<file path="config.mk">
export PLATFORM = sky130hd
export DESIGN_NAME = escaner_teclado_4x4
export DESIGN_NICKNAME = d
export VERILOG_FILES = /design/src/rtl/teclado_pkg.sv /design/src/rtl/divisor_tick.sv /design/src/rtl/escaner_teclado_4x4.sv
export SDC_FILE = /design/constraint.sdc
export NUM_CORES = 1
export LEC_CHECK = 0
export ABC_AREA = 1
export CAP_MARGIN = 0
export CORE_MARGIN = 1.5
export CORE_UTILIZATION = 35
export CTS_BUF_LIST = sky130_fd_sc_hd__clkbuf_4
export CTS_CLUSTER_SIZE = 20
export DETAILED_ROUTE_END_ITERATION = 8
export PLACE_DENSITY = 0.55
export SLEW_MARGIN = 15
export SYNTH_ARGS = -nofsm -noshare
export SYNTH_HDL_FRONTEND = slang
export SYNTH_SLANG_ARGS = --single-unit
</file>
<file path="constraint.sdc">
create_clock -name i_Clk -period 2.4 [get_ports i_Clk]
set_input_delay 0.72 -clock i_Clk [delete_from_list [all_inputs] [get_ports i_Clk]]
set_output_delay 0.72 -clock i_Clk [all_outputs]
set_load 0.02 [all_outputs]
</file>
<file path="src/rtl/teclado_pkg.sv">
// Shared types and constants for the 4x4 keypad scanner.
// Optional feature: TECLADO_MAPA_HEX_EN maps key positions to printed hex legends.
package teclado_pkg;

  typedef enum logic [1:0] {
    ESCANEO,
    REBOTE,
    PRESIONADA,
    SOLTAR
  } estado_t;

  // Default timing: 1 ms scan tick at 50 MHz, 20 ms debounce window.
  localparam int PRESC_LIM_DEF = 49999;
  localparam int DEB_CNT_DEF   = 20;

  // Printed legend of each position K = F*4 + C (row-major, standard phone-style pad).
  localparam logic [3:0] MAPA_HEX [16] = '{
    4'h1, 4'h2, 4'h3, 4'hA,
    4'h4, 4'h5, 4'h6, 4'hB,
    4'h7, 4'h8, 4'h9, 4'hC,
    4'hE, 4'h0, 4'hF, 4'hD
  };

  // Lowest-index active row wins when several rows are pressed at once.
  function automatic logic [1:0] fila_activa(input logic [3:0] r);
    logic [1:0] f;
    if (r[0])      f = 2'd0;
    else if (r[1]) f = 2'd1;
    else if (r[2]) f = 2'd2;
    else           f = 2'd3;
    return f;
  endfunction

  // Code presented to the consumer for row F, column C.
  function automatic logic [3:0] codigo_tecla(input logic [1:0] f, input logic [1:0] c);
`ifdef TECLADO_MAPA_HEX_EN
    return MAPA_HEX[{f, c}];
`else
    return {f, c};
`endif
  endfunction

endpackage

</file>
<file path="src/rtl/divisor_tick.sv">
// Free-running prescaler producing a one-cycle tick every PRESC_LIM+1 clocks.
module divisor_tick
  import teclado_pkg::*;
#(
  parameter int PRESC_LIM = PRESC_LIM_DEF
) (
  input  logic i_Clk,
  input  logic i_Rst,
  output logic o_Tick
);

  localparam int W = (PRESC_LIM > 0) ? $clog2(PRESC_LIM + 1) : 1;
  localparam logic [W-1:0] LIM = W'(PRESC_LIM);

  logic [W-1:0] cnt_reg;

  // Count 0..PRESC_LIM and wrap; the tick marks the last count of each period.
  always_ff @(posedge i_Clk or posedge i_Rst) begin
    if (i_Rst)               cnt_reg <= '0;
    else if (cnt_reg == LIM) cnt_reg <= '0;
    else                     cnt_reg <= cnt_reg + 1'b1;
  end

  assign o_Tick = (cnt_reg == LIM);

endmodule

</file>
<file path="src/rtl/escaner_teclado_4x4.sv">
// 4x4 keypad scanner: column drive, row synchronizer, debounce FSM and
// ready/ack handshake. Define TECLADO_MAPA_HEX_EN to report printed hex legends
// instead of raw position indices.
module escaner_teclado_4x4
  import teclado_pkg::*;
#(
  parameter int PRESC_LIM = PRESC_LIM_DEF,
  parameter int DEB_CNT   = DEB_CNT_DEF
) (
  input  logic       i_Clk,
  input  logic       i_Rst,
  input  logic [3:0] i_Filas,
  input  logic       i_Ack,
  output logic [3:0] o_Columnas,
  output logic [3:0] o_Tecla,
  output logic       o_Listo,
  output logic       o_Sobrecarga
);

  localparam int CW = $clog2(DEB_CNT + 1);
  localparam logic [CW-1:0] DEB_LIM = CW'(DEB_CNT);

  logic          tick;
  logic [3:0]    filas_s1_reg, filas_s2_reg;
  logic [3:0]    filas_act;
  estado_t       estado_reg, estado_next;
  logic [1:0]    col_reg, col_next;
  logic [1:0]    fila_reg, fila_next;
  logic [CW-1:0] cnt_reg, cnt_next, cnt_inc;
  logic [3:0]    tecla_reg;
  logic          listo_reg, sobre_reg;

  divisor_tick #(.PRESC_LIM(PRESC_LIM)) u_divisor_tick (
    .i_Clk  (i_Clk),
    .i_Rst  (i_Rst),
    .o_Tick (tick)
  );

  // Two-flop synchronizer for the asynchronous row lines (idle = pulled high).
  always_ff @(posedge i_Clk or posedge i_Rst) begin
    if (i_Rst) begin
      filas_s1_reg <= 4'hF;
      filas_s2_reg <= 4'hF;
    end else begin
      filas_s1_reg <= i_Filas;
      filas_s2_reg <= filas_s1_reg;
    end
  end

  assign filas_act = ~filas_s2_reg;
  assign cnt_inc   = cnt_reg + 1'b1;

  // State register plus the column/row/debounce datapath it steers.
  always_ff @(posedge i_Clk or posedge i_Rst) begin
    if (i_Rst) begin
      estado_reg <= ESCANEO;
      col_reg    <= 2'd0;
      fila_reg   <= 2'd0;
      cnt_reg    <= '0;
    end else begin
      estado_reg <= estado_next;
      col_reg    <= col_next;
      fila_reg   <= fila_next;
      cnt_reg    <= cnt_next;
    end
  end

  // Next-state logic; rows are only judged on ticks, after a full column period of settling.
  always_comb begin
    estado_next = estado_reg;
    col_next    = col_reg;
    fila_next   = fila_reg;
    cnt_next    = cnt_reg;
    case (estado_reg)
      ESCANEO: begin
        if (tick) begin
          if (filas_act != 4'd0) begin
            fila_next   = fila_activa(filas_act);
            cnt_next    = '0;
            estado_next = REBOTE;
          end else begin
            col_next = col_reg + 2'd1;
          end
        end
      end
      REBOTE: begin
        if (tick) begin
          if (filas_act[fila_reg]) begin
            cnt_next = cnt_inc;
            if (cnt_inc == DEB_LIM) estado_next = PRESIONADA;
          end else begin
            // Bounce: resume scanning on the same column.
            estado_next = ESCANEO;
          end
        end
      end
      PRESIONADA: begin
        cnt_next    = '0;
        estado_next = SOLTAR;
      end
      SOLTAR: begin
        if (tick) begin
          if (filas_act == 4'd0) begin
            cnt_next = cnt_inc;
            if (cnt_inc == DEB_LIM) begin
              estado_next = ESCANEO;
              col_next    = col_reg + 2'd1;
            end
          end else begin
            cnt_next = '0;
          end
        end
      end
      default: estado_next = ESCANEO;
    endcase
  end

  // Column drive: one-hot active-low from the current column index.
  always_comb begin
    o_Columnas = ~(4'b0001 << col_reg);
  end

  // Handshake: a fresh key loads the code unless one is still pending; an ack
  // arriving in the same cycle frees the slot first, so the new key is kept.
  always_ff @(posedge i_Clk or posedge i_Rst) begin
    if (i_Rst) begin
      tecla_reg <= 4'd0;
      listo_reg <= 1'b0;
      sobre_reg <= 1'b0;
    end else if (estado_reg == PRESIONADA) begin
      if (!listo_reg || i_Ack) begin
        tecla_reg <= codigo_tecla(fila_reg, col_reg);
        listo_reg <= 1'b1;
        if (i_Ack) sobre_reg <= 1'b0;
      end else begin
        sobre_reg <= 1'b1;
      end
    end else if (i_Ack && listo_reg) begin
      listo_reg <= 1'b0;
      sobre_reg <= 1'b0;
    end
  end

  assign o_Tecla      = tecla_reg;
  assign o_Listo      = listo_reg;
  assign o_Sobrecarga = sobre_reg;

endmodule

</file>
==> impl_metrics.json, run 1 <==
{
  "startpoint_type": "flip-flop",
  "root_buffer": "clkbuf_4",
  "p_per_area_nw_per_um2": 452,
  "hp-start": "filas_s1_reg[3]",
  "reg2reg_from": "filas_s2_reg[0]",
  "area_growth_pct": 15.9,
  "nets": 279,
  "hold_class": "flip-flop to flip-flop",
  "clkPwrFrac": 0.309,
  "status": "completed",
  "synth_edf_count": 0,
  "hpwl_um": 2610,
  "largest_reg_flops": 16,
  "post-cts-setup-buffer-count": 0,
  "period_share": 0.882,
  "fin_worst_skew_ns": 0.00866,
  "worst-r2r-setup-slack_ns": 0.69,
  "synth_nets": 255,
  "die_area_um2": 6300,
  "insertion_delay_ns": 0.34,
  "clock-sinks": 41,
  "hold_viol_final": 0,
  "switching_share": 0.226,
  "initial_utilization": 0.366,
  "htreeDepth": 2,
  "hold_path_depth": 0,
  "die_w_um": 79.4,
  "cp.required_ns": 1.68,
  "asyncSetResetFlopFracSynth": 1.00,
  "synth_cell_types": 29,
  "p_switching_w": 0.000242,
  "drive_gt1_frac": 0.117,
  "place_congestion": 0.768,
  "cts_buffers": 5,
  "drc": 0,
  "grt_pass1_wl_um": 6290,
  "grt_overflow": 0,
  "ios": 17,
  "clk_pin_slew_ns": 0.12,
  "layout_setup_ws_ns": 0.282,
  "fmax_mhz": 472,
  "internal_power_w": 0.000828,
  "drt-initial-drc-count": 80,
  "worstReg2RegEnd": "cnt_reg[3]",
  "p_comb_frac": 0.032,
  "grt_pass1_vias": 1420,
  "holdBufCountCts": 0,
  "drt.antenna.violating_nets": 0,
  "drt_first_pass_iters": 4,
  "ir_worst_vdd_mv": 0.312,
  "ys_ff_latch": 41,
  "yosys.area.top_type": "dfrtp_1",
  "worstHoldEndpoint": "filas_s2_reg[3]",
  "antenna_cells": 0,
  "wl_um": 3510,
  "synthCells": 241,
  "synth.most_common_cell": "nand2_1",
  "r2r_cells": 6,
  "path_class": "flip-flop to output port",
  "grtUsageTotal": 0.128,
  "worst_pin_slew_ns": 0.593,
  "synth.area.top_cells": "dfrtp_1, dfstp_2, nand2_1",
  "setup_tns_ns": 0,
  "ys_warn_count": 0,
  "grt_max_degree": 42,
  "pre_cts_slack_ns": 0.382,
  "synthTopCellsByCount": "nand2_1, inv_1, dfrtp_1, nor2_1, nand3_1",
  "maxCapViolations": 0,
  "cts_tree": "built",
  "endpoint_kind": "output port",
  "maxSlewHeadroom": 0.600,
  "io_buffers": 16,
  "critPathMaxFanout": 4,
  "finalMaxSlewViolations": 0,
  "dominantRegCellSynth": "dfrtp_1",
  "avgSynthCellArea_um2": 8.47,
  "rsz0062_at_grt": "no",
  "dieHeight_um": 79.4,
  "vias_per_cell": 4.45,
  "core-area_um2": 5570,
  "clock_path_buffers": 2,
  "wire_per_inst_um": 10.4,
  "ys_seq_area_frac": 0.508,
  "vias": 1505,
  "crit_arrival_ns": 1.40,
  "fin_crit_ns": 2.12,
  "antenna_found_initial": 0,
  "setup_viol": 0,
  "p_leak_nw": 1.19,
  "rows": 27,
  "syn_area_um2": 2040,
  "yosysTopAreaCellShare": 0.405,
  "seq_power_share": 0.659
}
-- per-stage QoR --
stage          instances  total power (W)  hold WS, ns  utilization  area [µm²]
5_1_grt              338          0.00114        0.354        0.424        2360
3_5_place_dp         330         0.000754        0.347        0.415        2310
6_report             338          0.00107        0.356        0.424        2360
4_1_cts              338          0.00110        0.353        0.424        2360
3_3_place_gp         330         0.000754        0.346        0.415        2310
2_1_floorplan        241         0.000734        0.345            -        2040
-- area by class of cell --
type,instances,area [µm²]
clock buffer,5,37.5
clock inverter,3,17.5
fill,579,3210
inverter,49,184
multi-input combinational,151,821
sequential,41,1040
tap,72,90.1
timing repair buffer,17,179
-- worst max path at each step --
stage | startpoint | slack (ns) | cells after the start | to
floorplan | i_Rst | 0.75 | 1 | asynchronous set/reset pin
global placement | col_reg[0] | 0.41 | 4 | o_Columnas[2]
detailed placement | col_reg[0] | 0.38 | 4 | o_Columnas[0]
CTS | col_reg[1] | 0.05 | 3 | o_Columnas[3]
global route | col_reg[0] | 0.14 | 4 | o_Columnas[0]
finish | col_reg[0] | 0.28 | 4 | o_Columnas[0]
-- cell families (layout without fill, tap and decap cells) --
family / count (synthesis) / after routing / synth area share
compound gates: 25 / 25 / 0.0754
xor+xnor: 8 / 8 / 0.0343
fa+ha+maj: 7 / 7 / 0.0429
buf+inv: 49 / 74 / 0.0901
flops: 41 / 41 / 0.508
simple gates: 111 / 111 / 0.250
-- worst max-delay path, stage by stage, from the launching register on --
cell	delay (ns)
dfrtp_1	0.39
inv_1	0.10
ha_1	0.20
inv_1	0.04
dlygate4sd2_1	0.32
-- routing by layer --
metal / track usage / part of all wire / up-vias
met2: 0.210 / 0.46 / 19
met3: 0.0345 / 0.032 / 7
met4: 0.0421 / 0.015 / 0
met1: 0.164 / 0.49 / 671
met5: 0 / 0 / -
li1: - / - / 808
-- power by group through the flow --
| stage | clock network [W] | registers [W] | logic, W |
|---|---|---|---|
| 2_1_floorplan | 0 | 0.000718 | 0.0000157 |
| 3_3_place_gp | 0 | 0.000719 | 0.0000351 |
| 3_5_place_dp | 0 | 0.000719 | 0.0000354 |
| 4_1_cts | 0.000359 | 0.000706 | 0.0000354 |
| 5_1_grt | 0.000391 | 0.000707 | 0.0000386 |
| 6_report | 0.000331 | 0.000706 | 0.0000337 |
-- cell usage in the layout (no fill, tap or decap), drive strengths merged, types with 2 or more instances in the layout --
cell           count
nand2             52
inv               49
dfrtp             33
nor2              24
nand3             18
o21ai             15
clkdlybuf4s50     12
nand4              8
dfstp              8
ha                 7
xor2               6
a21oi              6
clkbuf             5
nor3               3
dlygate4sd2        3
clkinv             3
nor4               2
xnor2              2
or2                2
-- timing repair --
item / 4_1_cts / 5_1_grt
setup endpoints to repair: 3 / 1
resized for setup: 3 / 1
endpoints found under the hold margin: 0 / 0
Note: power is estimated with default switching activity, not from simulation.
==> inputs of run 2 (changes only) <==
Clock period 2.4 ns to 2.05 ns, I/O delays scaled along.
==> run 2 against run 1 <==
  * Worst setup slack got worse by 0.19 ns
  * Utilization rose by 0.61 points
  * Hold slack improved by 0.0064 ns
==> impl_metrics.json, run 2 (synthesis gave the netlist of run 1 again) <==
{
  "status": "completed",
  "crit_arrival_ns": 1.34,
  "path_cells": "inv_2, ha_1, inv_1, clkdlybuf4s15_1",
  "cts_buffers": 5,
  "fmax_mhz": 511,
  "maxSlewHeadroom": 0.742,
  "grt_overflow": 0,
  "route.met3.wl_um": 131,
  "hold_class": "flip-flop to flip-flop",
  "clock-sinks": 41,
  "top_layer": "met4",
  "hold_viol_final": 0,
  "hp-start": "filas_s1_reg[3]",
  "cts_tree": "built",
  "fin_worst_skew_ns": 0.00532,
  "nets": 281,
  "ios": 17,
  "p_switching_w": 0.000304,
  "grtUsageTotal": 0.128,
  "m1WireLength_um": 1710,
  "vias": 1542,
  "area_growth_pct": 17.5,
  "met2_length_um": 1680,
  "startpoint_type": "flip-flop",
  "final_util": 0.430,
  "grt_pass1_wl_um": 6240,
  "vias_per_cell": 4.54,
  "hpwl_um": 2640,
  "largest_reg_flops": 16,
  "die_area_um2": 6300,
  "cp.required_ns": 1.43,
  "reg2reg_from": "u_divisor_tick.cnt_reg[0]",
  "htreeDepth": 2,
  "switching_share": 0.217,
  "grt_max_degree": 42,
  "drt-initial-drc-count": 68,
  "r2r_cells": 10,
  "rows": 27,
  "worst-r2r-setup-slack_ns": 0.37,
  "max_stage_delay_ns": 0.40,
  "p_comb_frac": 0.028,
  "clkPwrFrac": 0.382,
  "antenna_found_initial": 0,
  "path_class": "flip-flop to output port",
  "ir_worst_vdd_mv": 0.476,
  "io_buffers": 16,
  "hold_path_depth": 0,
  "place_congestion": 0.828,
  "worstHoldEndpoint": "filas_s2_reg[3]",
  "crit_slowest_cell": "dfrtp_1",
  "die_w_um": 79.4,
  "initial_utilization": 0.366,
  "setup_tns_ns": 0,
  "fin_crit_ns": 1.96,
  "final_common_cell": "nand2_1",
  "clock_path_buffers": 2,
  "p_leak_nw": 1.21,
  "finalMaxSlewViolations": 0,
  "drt_first_pass_iters": 4,
  "dieHeight_um": 79.4,
  "final_cell_mix": "nand2_1, inv_1, dfrtp_1",
  "critPathMaxFanout": 4,
  "critPathTopFamily": "flip-flops",
  "wl_um": 3590,
  "clk_pin_slew_ns": 0.12,
  "maxCapViolations": 0,
  "setup_viol": 0,
  "internal_power_w": 0.00110,
  "core-area_um2": 5570,
  "drive_gt1_frac": 0.138,
  "setup.worst_path.start": "col_reg[0]",
  "seq_power_share": 0.590,
  "period_share": 0.955,
  "drc": 0,
  "grt_pass1_vias": 1471,
  "path_buf_inv": 3,
  "antenna_cells": 0,
  "insertion_delay_ns": 0.35,
  "wire_per_inst_um": 10.5,
  "p_per_area_nw_per_um2": 584,
  "holdBufCountCts": 0,
  "worst_pin_slew_ns": 0.383,
  "drt.antenna.violating_nets": 0,
  "root_buffer": "clkbuf_4",
  "endpoint_kind": "output port",
  "fill_cells": 585,
  "rsz0062_at_grt": "no",
  "worstReg2RegEnd": "cnt_reg[2]"
}
==> run 2: cell types whose count changed in the layout (fill, tap and decap cells not counted) <==
cell             delta
clkinv_2            -1
inv_2               +1
clkinvlp_4          +1
inv_1               -1
dlymetal6s2s_1      -1
dlygate4sd2_1       -2
buf_4               +2
clkinv_1            -1
clkdlybuf4s15_1     +1
clkbuf_2            +2
bufinv_16           +1
==> run 2: how the worst max path moves through the flow <==
stage                                             to  cells after the start  slack (ns)
after floorplan           asynchronous set/reset pin                      1        0.50
after global placement                 o_Columnas[2]                      4        0.16
after detailed placement               o_Columnas[0]                      4        0.13
after CTS                              o_Columnas[2]                      4       0.007
after global routing                   o_Columnas[2]                      4        0.02
final                                  o_Columnas[2]                      4        0.09
==> run 2: per-layer routing <==
layer | vias to the layer above | GRT usage
li1 | 808 | -
met2 | 29 | 0.212
met3 | 9 | 0.0345
met1 | 696 | 0.155
met4 | 0 | 0.0596
met5 | - | 0
==> run 2: repair_timing <==
action,in CTS,in global routing
pin swaps,0,0
setup buffers,0,1
setup endpoints to repair,4,3
resized for setup,5,5
==> run 2: stage by stage <==
| step | setup slack, ns | cell area, µm² | total power [W] | hold WS (ns) | instances |
|---|---|---|---|---|---|
| 2_1_floorplan | 0.502 | 2040 | 0.000859 | 0.345 | 241 |
| 3_3_place_gp | 0.162 | 2320 | 0.000882 | 0.346 | 331 |
| 3_5_place_dp | 0.129 | 2320 | 0.000882 | 0.347 | 331 |
| 4_1_cts | 0.00728 | 2400 | 0.00143 | 0.366 | 339 |
| 5_1_grt | 0.0207 | 2400 | 0.00146 | 0.370 | 340 |
| 6_report | 0.0914 | 2400 | 0.00140 | 0.363 | 340 |
==> run 2: power groups by stage <==
stage,combinational [W],sequential [W],clock [W]
floorplan,0.0000184,0.000841,0
global placement,0.0000410,0.000841,0
detailed placement,0.0000412,0.000841,0
CTS,0.0000412,0.000827,0.000565
global route,0.0000450,0.000828,0.000590
finish,0.0000391,0.000827,0.000536
==> run 2: cell type report <==
type                    count  area [µm²]  share of cell area
flip-flops and latches     41        1040               0.432
multi-input cells         151         821               0.342
repair buffers             19         184              0.0767
inverters                  49         184              0.0767
well taps                  72        90.1              0.0376
clock inverters             3        46.3              0.0193
clock buffers               5        37.5              0.0156
==> inputs of run 3 (changes only) <==
Settings changed: GPL_ROUTABILITY_DRIVEN from default to 1.
==> results of run 3 <==
The final DEF is identical to that of run 2; final timing and power are the same.
